<file path="config.mk">
export PLATFORM = sky130hd
export DESIGN_NAME = mem_access_unit
export DESIGN_NICKNAME = d
export VERILOG_FILES = /design/src/rtl/mau_pkg.sv /design/src/rtl/mau_lane_align.sv /design/src/rtl/mem_access_unit.sv
export SDC_FILE = /design/constraint.sdc
export NUM_CORES = 1
export LEC_CHECK = 0
export BUFFER_PORTS_ARGS = -buffer_cell sky130_fd_sc_hd__buf_4
export CAP_MARGIN = 20
export CORE_MARGIN = 4
export CORE_UTILIZATION = 57
export DETAILED_ROUTE_END_ITERATION = 16
export MAX_ROUTING_LAYER = met4
export PLACE_DENSITY = 0.87
export SLEW_MARGIN = 5
export SYNTH_ARGS = -nofsm -noshare
export SYNTH_HDL_FRONTEND = slang
export SYNTH_HIERARCHICAL = 1
export SYNTH_SLANG_ARGS = --single-unit
</file>
<file path="constraint.sdc">
create_clock -name clkIn -period 6.8 [get_ports clkIn]
set_clock_uncertainty 0.2 [all_clocks]
set_input_delay 0.34 -clock clkIn [delete_from_list [all_inputs] [get_ports clkIn]]
set_output_delay 0.34 -clock clkIn [all_outputs]
set_load 0.03 [all_outputs]
</file>
<file path="src/rtl/mau_pkg.sv">
`default_nettype none
// +----------------------------------------------------------------------------+
// | Module   : mau_pkg                                                         |
// | Purpose  : Shared size encodings, FSM state type and defaults for the      |
// |            memory access unit.                                             |
// | Revision : 1.0 - initial release                                           |
// +----------------------------------------------------------------------------+
package mau_pkg;

   localparam int         c_DEF_ADDR_W = 5;

   localparam logic [1:0] c_SZ_B = 2'b00;
   localparam logic [1:0] c_SZ_H = 2'b01;
   localparam logic [1:0] c_SZ_W = 2'b10;
   localparam logic [1:0] c_SZ_R = 2'b11;

   typedef enum logic [1:0] {
      ST_IDLE = 2'd0,
      ST_RD   = 2'd1,
      ST_WR   = 2'd2,
      ST_RESP = 2'd3
   } mauState_t;

endpackage
`default_nettype wire

</file>
<file path="src/rtl/mau_lane_align.sv">
`default_nettype none
// +----------------------------------------------------------------------------+
// | Module   : mau_lane_align                                                  |
// | Purpose  : Little-endian lane extraction for loads and lane merge for      |
// |            sub-word stores.                                                |
// | Revision : 1.0 - initial release                                           |
// +----------------------------------------------------------------------------+
module mau_lane_align
   import mau_pkg::*;
(
   input  logic [31:0] i_word,
   input  logic [1:0]  i_byteOff,
   input  logic [1:0]  i_size,
   input  logic        i_signed,
   input  logic [31:0] i_wData,
   output logic [31:0] o_loadVal,
   output logic [31:0] o_storeWord
);

   logic [7:0]  w_byte;
   logic [15:0] w_half;

   assign w_byte = i_word[{i_byteOff, 3'b000} +: 8];
   assign w_half = i_byteOff[1] ? i_word[31:16] : i_word[15:0];

   always_comb begin
      o_loadVal   = i_word;
      o_storeWord = i_wData;
      case (i_size)
         c_SZ_B: begin
            o_loadVal   = {{24{i_signed & w_byte[7]}}, w_byte};
            o_storeWord = i_word;
            o_storeWord[{i_byteOff, 3'b000} +: 8] = i_wData[7:0];
         end
         c_SZ_H: begin
            o_loadVal   = {{16{i_signed & w_half[15]}}, w_half};
            o_storeWord = i_byteOff[1] ? {i_wData[15:0], i_word[15:0]}
                                       : {i_word[31:16], i_wData[15:0]};
         end
         default: ;
      endcase
   end

endmodule
`default_nettype wire

</file>
<file path="src/rtl/mem_access_unit.sv">
`default_nettype none
// +----------------------------------------------------------------------------+
// | Module   : mem_access_unit                                                 |
// | Purpose  : MA-stage initiator turning byte-addressed loads/stores into     |
// |            word reads, writes and read-modify-writes.                      |
// | Revision : 1.0 - initial release                                           |
// +----------------------------------------------------------------------------+
module mem_access_unit
   import mau_pkg::*;
#(
   parameter int ADDR_W  = c_DEF_ADDR_W,
   parameter int RD_WAIT = 0
)(
   input  logic        clkIn,
   input  logic        resetIn,
   input  logic        ReqValidIn,
   output logic        ReqReadyOut,
   input  logic [31:0] AddrIn,
   input  logic [31:0] WDataIn,
   input  logic        LoadIn,
   input  logic        StoreIn,
   input  logic [1:0]  SizeIn,
   input  logic        SignedIn,
   output logic [31:0] MemAddrOut,
   output logic [31:0] MemDataOut,
   output logic        MemReadOut,
   output logic        MemWriteOut,
   input  logic [31:0] MemDataIn,
   output logic [31:0] RDataOut,
   output logic        RValidOut,
   output logic        ErrOut,
   output logic        StallOut
);

   localparam int                  c_WAIT_W    = (RD_WAIT > 0) ? $clog2(RD_WAIT + 1) : 1;
   localparam logic [c_WAIT_W-1:0] c_WAIT_LAST = c_WAIT_W'(RD_WAIT);

   mauState_t           r_state, w_nextState;
   logic [ADDR_W-1:0]   r_wordIdx;
   logic [1:0]          r_byteOff, r_size;
   logic                r_signed, r_isLoad, r_isErr;
   logic [31:0]         r_wData, r_rdWord, r_rData;
   logic [c_WAIT_W-1:0] r_waitCnt;
   logic                w_accept, w_reqErr, w_waitDone, w_strobe, w_unused;
   logic [31:0]         w_alignWord, w_loadVal, w_storeWord;

   assign w_accept   = ReqValidIn & (LoadIn | StoreIn);
   assign w_reqErr   = (SizeIn == c_SZ_R) | (LoadIn & StoreIn)
                     | ((SizeIn == c_SZ_H) & AddrIn[0])
                     | ((SizeIn == c_SZ_W) & (|AddrIn[1:0]));
   assign w_waitDone = (r_waitCnt == c_WAIT_LAST);
   assign w_unused   = ^AddrIn[31:ADDR_W+2];

   // Loads extract straight from the bus; RMW merges into the word held from RD.
   assign w_alignWord = (r_state == ST_RD) ? MemDataIn : r_rdWord;

   mau_lane_align u_laneAlign (
      .i_word      (w_alignWord),
      .i_byteOff   (r_byteOff),
      .i_size      (r_size),
      .i_signed    (r_signed),
      .i_wData     (r_wData),
      .o_loadVal   (w_loadVal),
      .o_storeWord (w_storeWord)
   );

   always_ff @(posedge clkIn or negedge resetIn) begin
      if (!resetIn) r_state <= ST_IDLE;
      else          r_state <= w_nextState;
   end

   always_comb begin
      w_nextState = r_state;
      case (r_state)
         ST_IDLE: begin
            if (w_accept) begin
               if (w_reqErr)              w_nextState = ST_RESP;
               else if (LoadIn)           w_nextState = ST_RD;
               else if (SizeIn == c_SZ_W) w_nextState = ST_WR;
               else                       w_nextState = ST_RD;
            end
         end
         ST_RD:   if (w_waitDone) w_nextState = r_isLoad ? ST_RESP : ST_WR;
         ST_WR:   w_nextState = ST_RESP;
         ST_RESP: w_nextState = ST_IDLE;
         default: w_nextState = ST_IDLE;
      endcase
   end

   always_ff @(posedge clkIn or negedge resetIn) begin
      if (!resetIn) begin
         r_wordIdx <= '0;
         r_byteOff <= '0;
         r_size    <= '0;
         r_signed  <= 1'b0;
         r_isLoad  <= 1'b0;
         r_isErr   <= 1'b0;
         r_wData   <= '0;
         r_rdWord  <= '0;
         r_rData   <= '0;
         r_waitCnt <= '0;
      end else begin
         if ((r_state == ST_IDLE) && w_accept) begin
            r_wordIdx <= AddrIn[ADDR_W+1:2];
            r_byteOff <= AddrIn[1:0];
            r_size    <= SizeIn;
            r_signed  <= SignedIn;
            r_wData   <= WDataIn;
            r_isLoad  <= LoadIn;
            r_isErr   <= w_reqErr;
            r_waitCnt <= '0;
         end
         if (r_state == ST_RD) begin
            r_waitCnt <= r_waitCnt + 1'b1;
            if (w_waitDone) r_rdWord <= MemDataIn;
         end
         // Result register only changes on entry to RESP, so it holds in between.
         if ((w_nextState == ST_RESP) && (r_state != ST_RESP))
            r_rData <= (r_state == ST_RD) ? w_loadVal : '0;
      end
   end

   assign w_strobe    = (r_state == ST_RD) | (r_state == ST_WR);
   assign ReqReadyOut = (r_state == ST_IDLE);
   assign StallOut    = ((r_state == ST_IDLE) & w_accept) | w_strobe;
   assign MemReadOut  = (r_state == ST_RD);
   assign MemWriteOut = (r_state == ST_WR);
   assign MemAddrOut  = w_strobe ? {{(32-ADDR_W){1'b0}}, r_wordIdx} : '0;
   assign MemDataOut  = (r_state == ST_WR) ? w_storeWord : '0;
   assign RDataOut    = r_rData;
   assign RValidOut   = (r_state == ST_RESP);
   assign ErrOut      = (r_state == ST_RESP) & r_isErr;

endmodule
`default_nettype wire

</file>
==> flow_summary.yaml <==
run_status:
  outcome: "finished, final reports clean"
drt:
  post_drt_wl_per_cell_um: 20.5
  drt_wl_total_um: 19500
  drt_pass1_iterations: 6
  num_vias: 5603
  drt_iter0_markers: 486
  viasPerCell: 5.89
  drc: 0
  ant_nets: 0
critical_path:
  end_kind: "output port"
  timing.rr.start: "r_state[1]$_DFF_PN0_"
  worstSetupStartpointType: "flop"
  cp_slowest_cell: "ha_2"
  rr_worst_depth: 6
  rrSetupSlack_ps: 3250
  cp.required_ps: 6260
  cp_cell_sequence: "inv_1, ha_2, buf_4, mux2_2, a222oi_1, inv_1, and2_1, buf_4"
  max_stage_delay_ps: 830
  cpLargestDelayFamily: "adder cells"
  cp_max_fo: 44
  path_class: "reg2out"
  reg2reg_to: "RDataOut[1]$_DFFE_PN0P_"
  path_buf_inv: 4
  cp.arrival_ps: 3340
power:
  power_density_nw_per_um2: 591
  p_leak_nw: 3.98
  vdd_drop_max_v: 0.000353
timing:
  setup_viol: 0
  tns_ps: 0
  worst_pin_slew_ps: 1110
  slew_headroom_pct: 26.2
  max_freq_ghz: 0.258
  fin_crit_ps: 3880
  hold_viol_final: 0
  fin_crit_sh_pct: 57.0
  slew_violations: 0
  rsz0062_at_grt: "no"
placement:
  dp.cells: 934
  hpwl_um: 14500
  gp_congestion: 0.940
  port_buffers: 153
yosys:
  postSynthCellCount: 671
  seq_area_frac_synth_pct: 40.4
  synth-async-reset-ratio_pct: 100
  synth-seq-cells: 111
  syn_area_um2: 6870
  synth_flop_cell: "dfrtp_1"
  synth_area_per_cell_um2: 10.2
  yosys_warnings: 6
  synth_edf_count: 0
  ys_types: 48
clock_tree:
  cts_tree: "done"
  cts_made_buffers: 9
  clk-insertion-delay-late_ps: 360
  cts_root_buf: "clkbuf_16"
  clock-sinks: 111
  post_cts_resized: 0
  cts_max_path_buffers: 2
  clkTransAtPathRegs_ps: 70
  cts_max_level: 3
floorplanning:
  dieArea_um2: 13900
  core_area_um2: 11600
  die_w_um: 118
  ios: 206
  chipHeight_um: 118
  rows: 39
  start_util_pct: 59.2
grt:
  grt_overflow_total: 0
  grt_pass1_wl_um: 30900
  grt_busiest_layer: "met2"
  use_met3_pct: 6.63
  gr-usage-met2_pct: 45.9
  antenna_found_initial: 0
  grt_usage_pct: 28.9
  grt_max_degree: 62
  met1_usage_pct: 37.3
  first_global_vias: 5657
final_layout:
  fin_cells: 951
  nFillCells: 847
  drive_gt1_share_pct: 39.1
  post-route-util_pct: 71.5
  diodes: 0
  nets: 916
  final_cell_mix: "159 x buf_4, 115 x mux2_2, 111 x dfrtp_1"
  area_growth_pct: 20.8
  final_common_cell: "buf_4"
min_path:
  min_from: "WDataIn[9]"
  hold_end: "r_wData[9]$_DFFE_PN0P_"
  worstHoldPathType: "in2reg"
  hold_depth: 2
job:
  maxCapViolations: 0
-- flip-flops by register name, summed over array words and instances (netlist names) --
signal / count
r_signed: 1
r_size: 2
RDataOut: 32
r_wordIdx: 5
r_byteOff: 2
r_isErr: 1
r_rdWord: 32
r_isLoad: 1
r_state: 2
r_waitCnt: 1
r_wData: 32
-- layout make-up --
type                       count  area, µm²  share of cell area (%)
multi-input combinational    475       3640                    43.8
tap                          143        179                    2.16
sequential                   111       2780                    33.5
clock inverter                 5       78.8                   0.950
clock buffer                  11        253                    3.04
timing repair buffer         160       1200                    14.5
inverter                      46        173                    2.08
-- Yosys cell counts (2+ instances only) --
library cell / n / share of area (%)
mux2_2: 115 / 19
dfrtp_1: 111 / 40
nand2_1: 97 / 5.3
inv_1: 46 / 2.5
and2_1: 40 / 3.6
mux2i_1: 38 / 5.5
buf_4: 28 / 3.1
clkbuf_1: 22 / 1.2
o21ai_0: 18 / 1.3
a221o_1: 16 / 2.3
a21oi_1: 13 / 0.95
a21oi_2: 11 / 1.4
a22o_1: 10 / 1.3
buf_2: 9 / 0.66
ha_1: 9 / 1.6
nor2_1: 9 / 0.49
nor2b_1: 9 / 0.82
nand2b_1: 8 / 0.73
a221oi_1: 7 / 0.89
a222oi_1: 7 / 1.0
a2bb2oi_1: 7 / 0.89
a22oi_1: 5 / 0.55
buf_6: 5 / 0.82
nor3_1: 3 / 0.22
o21ai_1: 3 / 0.22
a211oi_1: 2 / 0.22
a211oi_2: 2 / 0.36
-- metal layers --
| layer | vias up | wire length [µm] |
|---|---|---|
| met5 | - | 0 |
| met4 | 0 | 433 |
| met3 | 35 | 1510 |
| met2 | 257 | 9500 |
| met1 | 2743 | 8060 |
| li1 | 2568 | - |
-- worst max-delay path by stage --
stage,from,end,slack (ps),cells past startpoint
after detailed placement,r_state[1]$_DFF_PN0_,RDataOut[1]$_DFFE_PN0P_,3290,6
after floorplan,r_state[1]$_DFF_PN0_,MemDataOut[16],3500,9
final,r_state[1]$_DFF_PN0_,MemDataOut[10],2920,8
after global placement,r_state[1]$_DFF_PN0_,MemDataOut[9],3400,8
after global routing,r_state[1]$_DFF_PN0_,MemDataOut[12],2740,8
after CTS,r_state[1]$_DFF_PN0_,MemDataOut[14],2940,8
-- cell families (layout without fill, tap and decap cells) --
group / count (synthesis) / count (layout) / synth area share (%)
other cells: 1 / 27 / 0.0546
compound gates: 109 / 109 / 12.5
fa+ha+maj: 9 / 9 / 1.64
simple gates: 177 / 177 / 12.7
mux: 153 / 153 / 24.4
flops: 111 / 111 / 40.4
buf+inv: 111 / 222 / 8.30
-- what timing repair did --
item | 4_1_cts | 5_1_grt
hold buffers | 1 | 0
buffers inserted | 0 | 0
hold endpoints to repair | 55 | 0
-- power by group --
group          internal (W)  switching, W
combinational       0.00130       0.00178
clock              0.000343      0.000245
sequential         0.000977      0.000260
-- stage by stage --
stage               total power (W)  setup WS [ps]  hold slack (ps)  cell area [µm²]
floorplan                   0.00341           3500             -156             6970
global route                0.00519           2740            0.471             8300
finish                      0.00491           2920             12.3             8300
global placement            0.00419           3400              215             7960
CTS                         0.00488           2940             3.86             8300
detailed placement          0.00429           3290              225             7960
Note: power is estimated with default switching activity, not from simulation.
